===== config.mk =====
export PLATFORM = sky130hd
export DESIGN_NAME = ubutterfly_s2b_capture
export DESIGN_NICKNAME = d
export VERILOG_FILES = /design/src/rtl/ubutterfly_s2b_capture.sv
export SDC_FILE = /design/constraint.sdc
export NUM_CORES = 1
export LEC_CHECK = 0
export BUFFER_PORTS_ARGS = -buffer_cell sky130_fd_sc_hd__buf_2
export CAP_MARGIN = 30
export CORE_UTILIZATION = 63
export DETAILED_ROUTE_END_ITERATION = 8
export PLACE_DENSITY = 0.85
export RECOVER_POWER = 50
export SYNTH_ARGS = -nofsm -noshare
export SYNTH_HDL_FRONTEND = slang
export SYNTH_SLANG_ARGS = --single-unit

===== constraint.sdc =====
create_clock -name iClk -period 5.6 [get_ports iClk]
set_clock_uncertainty 0.15 [all_clocks]
set_input_delay 1.12 -clock iClk [delete_from_list [all_inputs] [get_ports iClk]]
set_output_delay 1.12 -clock iClk [all_outputs]
set_load 0.01 [all_outputs]

===== src/rtl/ubutterfly_s2b_capture.sv =====
// ubutterfly_s2b_capture: counts ones on four butterfly bitstreams over 2^BITWIDTH enabled cycles; optional `BIPOLAR_SIGNED_EN gives two's complement bipolar results
module ubutterfly_s2b_capture #(
    parameter int BITWIDTH = 8,
    parameter int SKIP     = 2
) (
    input  logic                iClk,
    input  logic                iRst,
    input  logic                iEn,
    input  logic                iClr,
    input  logic                iStart,
    input  logic                iReal0,
    input  logic                iImg0,
    input  logic                iReal1,
    input  logic                iImg1,
    input  logic                iReady,
    output logic [BITWIDTH-1:0] oReal0,
    output logic [BITWIDTH-1:0] oImg0,
    output logic [BITWIDTH-1:0] oReal1,
    output logic [BITWIDTH-1:0] oImg1,
    output logic                oValid,
    output logic                oBusy
);
    localparam int SW = (SKIP > 1) ? $clog2(SKIP) : 1;
    localparam logic [BITWIDTH-1:0] MSB = 1 << (BITWIDTH - 1);

    typedef enum logic [1:0] {sIdle, sSkip, sRun, sHold} stateT;

    stateT               state;
    logic [SW-1:0]       skipCnt;
    logic [BITWIDTH-1:0] winCnt;
    logic [BITWIDTH:0]   cnt    [4];
    logic [BITWIDTH:0]   nxtCnt [4];
    logic [BITWIDTH-1:0] satVal [4];
    logic [BITWIDTH-1:0] resVal [4];
    logic [BITWIDTH-1:0] res    [4];
    logic [3:0]          bits;

    assign bits   = {iImg1, iReal1, iImg0, iReal0};
    assign oReal0 = res[0];
    assign oImg0  = res[1];
    assign oReal1 = res[2];
    assign oImg1  = res[3];

    // Next count includes the current bit so the final RUN cycle is counted; saturate, then optionally flip MSB for bipolar
    always_comb begin
        for (int k = 0; k < 4; k++) begin
            nxtCnt[k] = cnt[k] + {{BITWIDTH{1'b0}}, bits[k]};
            satVal[k] = nxtCnt[k][BITWIDTH] ? '1 : nxtCnt[k][BITWIDTH-1:0];
`ifdef BIPOLAR_SIGNED_EN
            resVal[k] = satVal[k] ^ MSB;
`else
            resVal[k] = satVal[k];
`endif
        end
    end

    // Capture FSM: IDLE -> SKIP -> RUN -> HOLD -> IDLE, with registered results and status
    always_ff @(posedge iClk or posedge iRst) begin
        if (iRst) begin
            state   <= sIdle;
            skipCnt <= '0;
            winCnt  <= '0;
            cnt     <= '{default: '0};
            res     <= '{default: '0};
            oValid  <= 1'b0;
            oBusy   <= 1'b0;
        end else if (iClr) begin
            state   <= sIdle;
            skipCnt <= '0;
            winCnt  <= '0;
            cnt     <= '{default: '0};
            res     <= '{default: '0};
            oValid  <= 1'b0;
            oBusy   <= 1'b0;
        end else begin
            case (state)
                sIdle: if (iStart && iEn) begin
                    state   <= (SKIP == 0) ? sRun : sSkip;
                    skipCnt <= '0;
                    winCnt  <= '0;
                    cnt     <= '{default: '0};
                    oBusy   <= 1'b1;
                end
                sSkip: if (iEn) begin
                    skipCnt <= skipCnt + SW'(1);
                    if (int'(skipCnt) == SKIP - 1) state <= sRun;
                end
                sRun: if (iEn) begin
                    cnt    <= nxtCnt;
                    winCnt <= winCnt + BITWIDTH'(1);
                    if (&winCnt) begin
                        state  <= sHold;
                        res    <= resVal;
                        oValid <= 1'b1;
                        oBusy  <= 1'b0;
                    end
                end
                sHold: if (iReady) begin
                    state  <= sIdle;
                    oValid <= 1'b0;
                end
                default: state <= sIdle;
            endcase
        end
    end
endmodule


==> flow_summary.ini <==
[run_status]
outcome = finished with violations
violations = design-rule violations, max-capacitance violations, max-slew violations

[placed_design]
io_buffers = 43
gp_congestion = 0.889
dpl.hpwl_um = 6150
place_area_mm2 = 0.00446
dp.cells = 526
pre_cts_slack_ps = 2140

[layout]
drive_gt1_share_pct = 13.6
nets = 483
multiInputGateArea_mm2 = 0.00204
fin_cells = 541
diodes = 0
syn_to_final_growth_pct = 10.2
fill_cells = 466
final_area_mm2 = 0.00464
regArea_mm2 = 0.00203

[logic_synthesis]
syn_nets = 451
ys_types = 44
ys_ff_latch = 81
ys_seq_area_share_pct = 48.1
yosysTopAreaCellShare_pct = 48.1
synth.cell_area_mm2 = 0.00422
yosysTopAreaCell = dfrtp_1
syn_inst = 428
synthTopCellsByArea = dfrtp_1, a22o_1, o21ai_0
avgSynthCellArea_um2 = 9.85
ys_warn_count = 0

[power_and_ir_drop]
swShare_pct = 26.2
power_frac_seq_pct = 49.0
internal_power_mw = 0.917
comb_power_share_pct = 14.0
p_leak_nw = 2.26
powerDensity_mw_per_mm2 = 268
vdd_ir_drop_max_uv = 231
p_sw_mw = 0.325
clockPowerShare_pct = 37.0
p_total_mw = 1.24

[timing]
setup_viol = 0
rsz0062_at_grt = false
timing.final.ws_setup_ps = 2470
timing_hold_violations_final = 0
report.final.slew_viol_count = 40
period_share_pct = 56.0
finalSetupTns_ps = 0
period_needed_ps = 3130
worstMarginPinSlew_ps = 2190
relSlewSlack_pct = -46.0
max_freq_mhz = 319

[route]
wire_per_inst_um = 17.0
vias = 3533
first_iter_violations = 254
drc = 6
drt_first_pass_iters = 9
finalWirelength_um = 9210
via_per_inst = 6.53
drtAntennaViolNets = 0

[setup_path]
crit_type = primary input to flop
arrival_ps = 3260
cp-start-kind = primary input
endpoint_kind = flop
regToRegSetupSlack_ps = 2700
path_max_fanout = 23
reg2reg_from = state[0]
required_ps = 5730
startpoint = iClr

[clocking]
cts_hold_buf = 0
cts_tree = done
clkLatencyLatePin_ps = 350
cts_made_buffers = 9
cts_root_buf = clkbuf_8
path_clk_slew_ps = 80
cts.sinks = 81
cts_resized = 0
ctsLongestPathBuffers = 2
post_cts_buffers = 0
h-tree-depth = 3

[grt]
grt_start_max_net_pins = 44
antenna_found_initial = 0
grt_pass1_vias = 3337
grt_pass1_wl_um = 15700
grt_remaining_overflow = 0
globalRouteTotalUtil_pct = 28.0

[floorplan]
io-pin-count = 44
row_count = 29
fp.dieW_um = 83.8
core_area_mm2 = 0.00642
fp.dieH_um = 83.8
die_area_mm2 = 0.00702
initial_utilization_pct = 65.6

[job]
maxCapViolCount = 1

[hold_path]
worstHoldStart = cnt[27]
hold_path.class = flop to flop
## routing by layer
| metal | vias up | wire length, um | GRT usage [%] |
|---|---|---|---|
| li1 | 1651 | - | - |
| met3 | 22 | 436 | 6.03 |
| met4 | 0 | 205 | 11.6 |
| met1 | 1737 | 4040 | 36.7 |
| met2 | 123 | 4530 | 45.5 |
| met5 | - | 0 | 0 |
## final timing paths
path | endpoint | cells past startpoint
max in group asynchronous | cnt[29] | 3
max reg2reg | oReal0[0] | 6
min in group asynchronous | cnt[7] | 3
min | cnt[27] | 2
max | oReal0[0] | 5
min reg2reg | cnt[27] | 2
## through the flow
| stage | hold WS, ps | utilization [%] |
|---|---|---|
| after global routing | 368 | 72.3 |
| after CTS | 344 | 72.7 |
| final | 337 | 72.3 |
| after global placement | 319 | 69.1 |
| after floorplan | 304 | - |
| after detailed placement | 326 | 69.4 |
## worst max-delay path, cell delays in order
cell	delay [ps]
buf_2	170
nand2b_1	630
nor2_2	820
buf_4	330
a22o_1	170
## cell usage after synthesis
| master | count |
|---|---|
| nand3_1 | 26 |
| a21oi_2 | 1 |
| dfrtp_1 | 81 |
| a22o_1 | 30 |
| and2_1 | 4 |
| a31oi_1 | 1 |
| nor3_1 | 2 |
| a21boi_0 | 1 |
| clkbuf_1 | 8 |
| o2bb2ai_1 | 3 |
| ha_1 | 13 |
| a22o_2 | 6 |
| or3b_2 | 1 |
| inv_1 | 5 |
| nand4_1 | 22 |
| nor2_1 | 13 |
| nand3b_1 | 8 |
| o21ai_1 | 1 |
| buf_6 | 1 |
| clkbuf_2 | 3 |
| o22ai_1 | 1 |
| o31ai_1 | 12 |
| mux2i_1 | 1 |
| or3_1 | 15 |
| mux2_2 | 2 |
| a41oi_1 | 1 |
| or3_2 | 1 |
| o21ai_0 | 45 |
| buf_2 | 14 |
| and4_1 | 1 |
| nand2_1 | 46 |
| a21o_1 | 10 |
| o21ai_2 | 2 |
| xor2_1 | 8 |
| a221o_1 | 1 |
| o31ai_2 | 1 |
| nand2b_1 | 12 |
| a211oi_1 | 9 |
| and3_1 | 2 |
| or4_1 | 3 |
| a21oi_1 | 6 |
| nand3_4 | 1 |
| nor2b_1 | 2 |
| buf_4 | 2 |
## cell usage in the layout (no fill, tap or decap), types with 2 or more instances in the layout
master	instances
a211oi_1	9
a21oi_1	6
nand2_1	46
mux2_2	2
buf_2	27
nand3_1	26
and2_1	4
nor2_1	11
xor2_1	8
a22o_1	30
o21ai_0	45
nand2b_1	12
nor2_2	2
ha_1	13
a21o_1	10
or3_1	15
nor2b_1	2
clkbuf_1	19
or4_1	3
dfrtp_1	81
a22o_2	6
clkbuf_8	10
o31ai_1	12
o21ai_2	2
buf_4	4
nor3_1	2
bufinv_16	2
o2bb2ai_1	3
nand3b_1	8
inv_1	4
nand4_1	22
and3_1	2
## power by group through the flow
stage | sequential, mW | combinational (mW) | clock [mW]
CTS | 0.608 | 0.174 | 0.465
finish | 0.609 | 0.174 | 0.459
floorplan | 0.619 | 0.129 | 0
detailed placement | 0.620 | 0.173 | 0
global route | 0.611 | 0.196 | 0.485
global placement | 0.619 | 0.162 | 0
## flip-flops by register name, indices dropped and copies added, names as in the netlist
name / count
state: 2
cnt: 36
oReal0: 8
oBusy: 1
oImg1: 8
winCnt: 8
oReal1: 8
oImg0: 8
skipCnt: 1
oValid: 1
## area by class of cell
cell class                      instances  area share (%)
Clock buffer                           12            3.13
Sequential cell                        81            43.7
Timing Repair Buffer                   49            5.36
Inverter                                5           0.431
Clock inverter                          3            1.40
Tap cell                               77            2.07
Multi-Input combinational cell        314            44.0
## cell families after synthesis
| kind of cell | after synthesis | synth area share [%] |
|---|---|---|
| xor+xnor | 8 | 1.66 |
| mux | 3 | 0.772 |
| fa+ha+maj | 13 | 3.86 |
| flops | 81 | 48.1 |
| simple gates | 159 | 20.0 |
| compound gates | 131 | 21.8 |
| buf+inv | 33 | 3.80 |
Power figures use the tool's default switching activity.
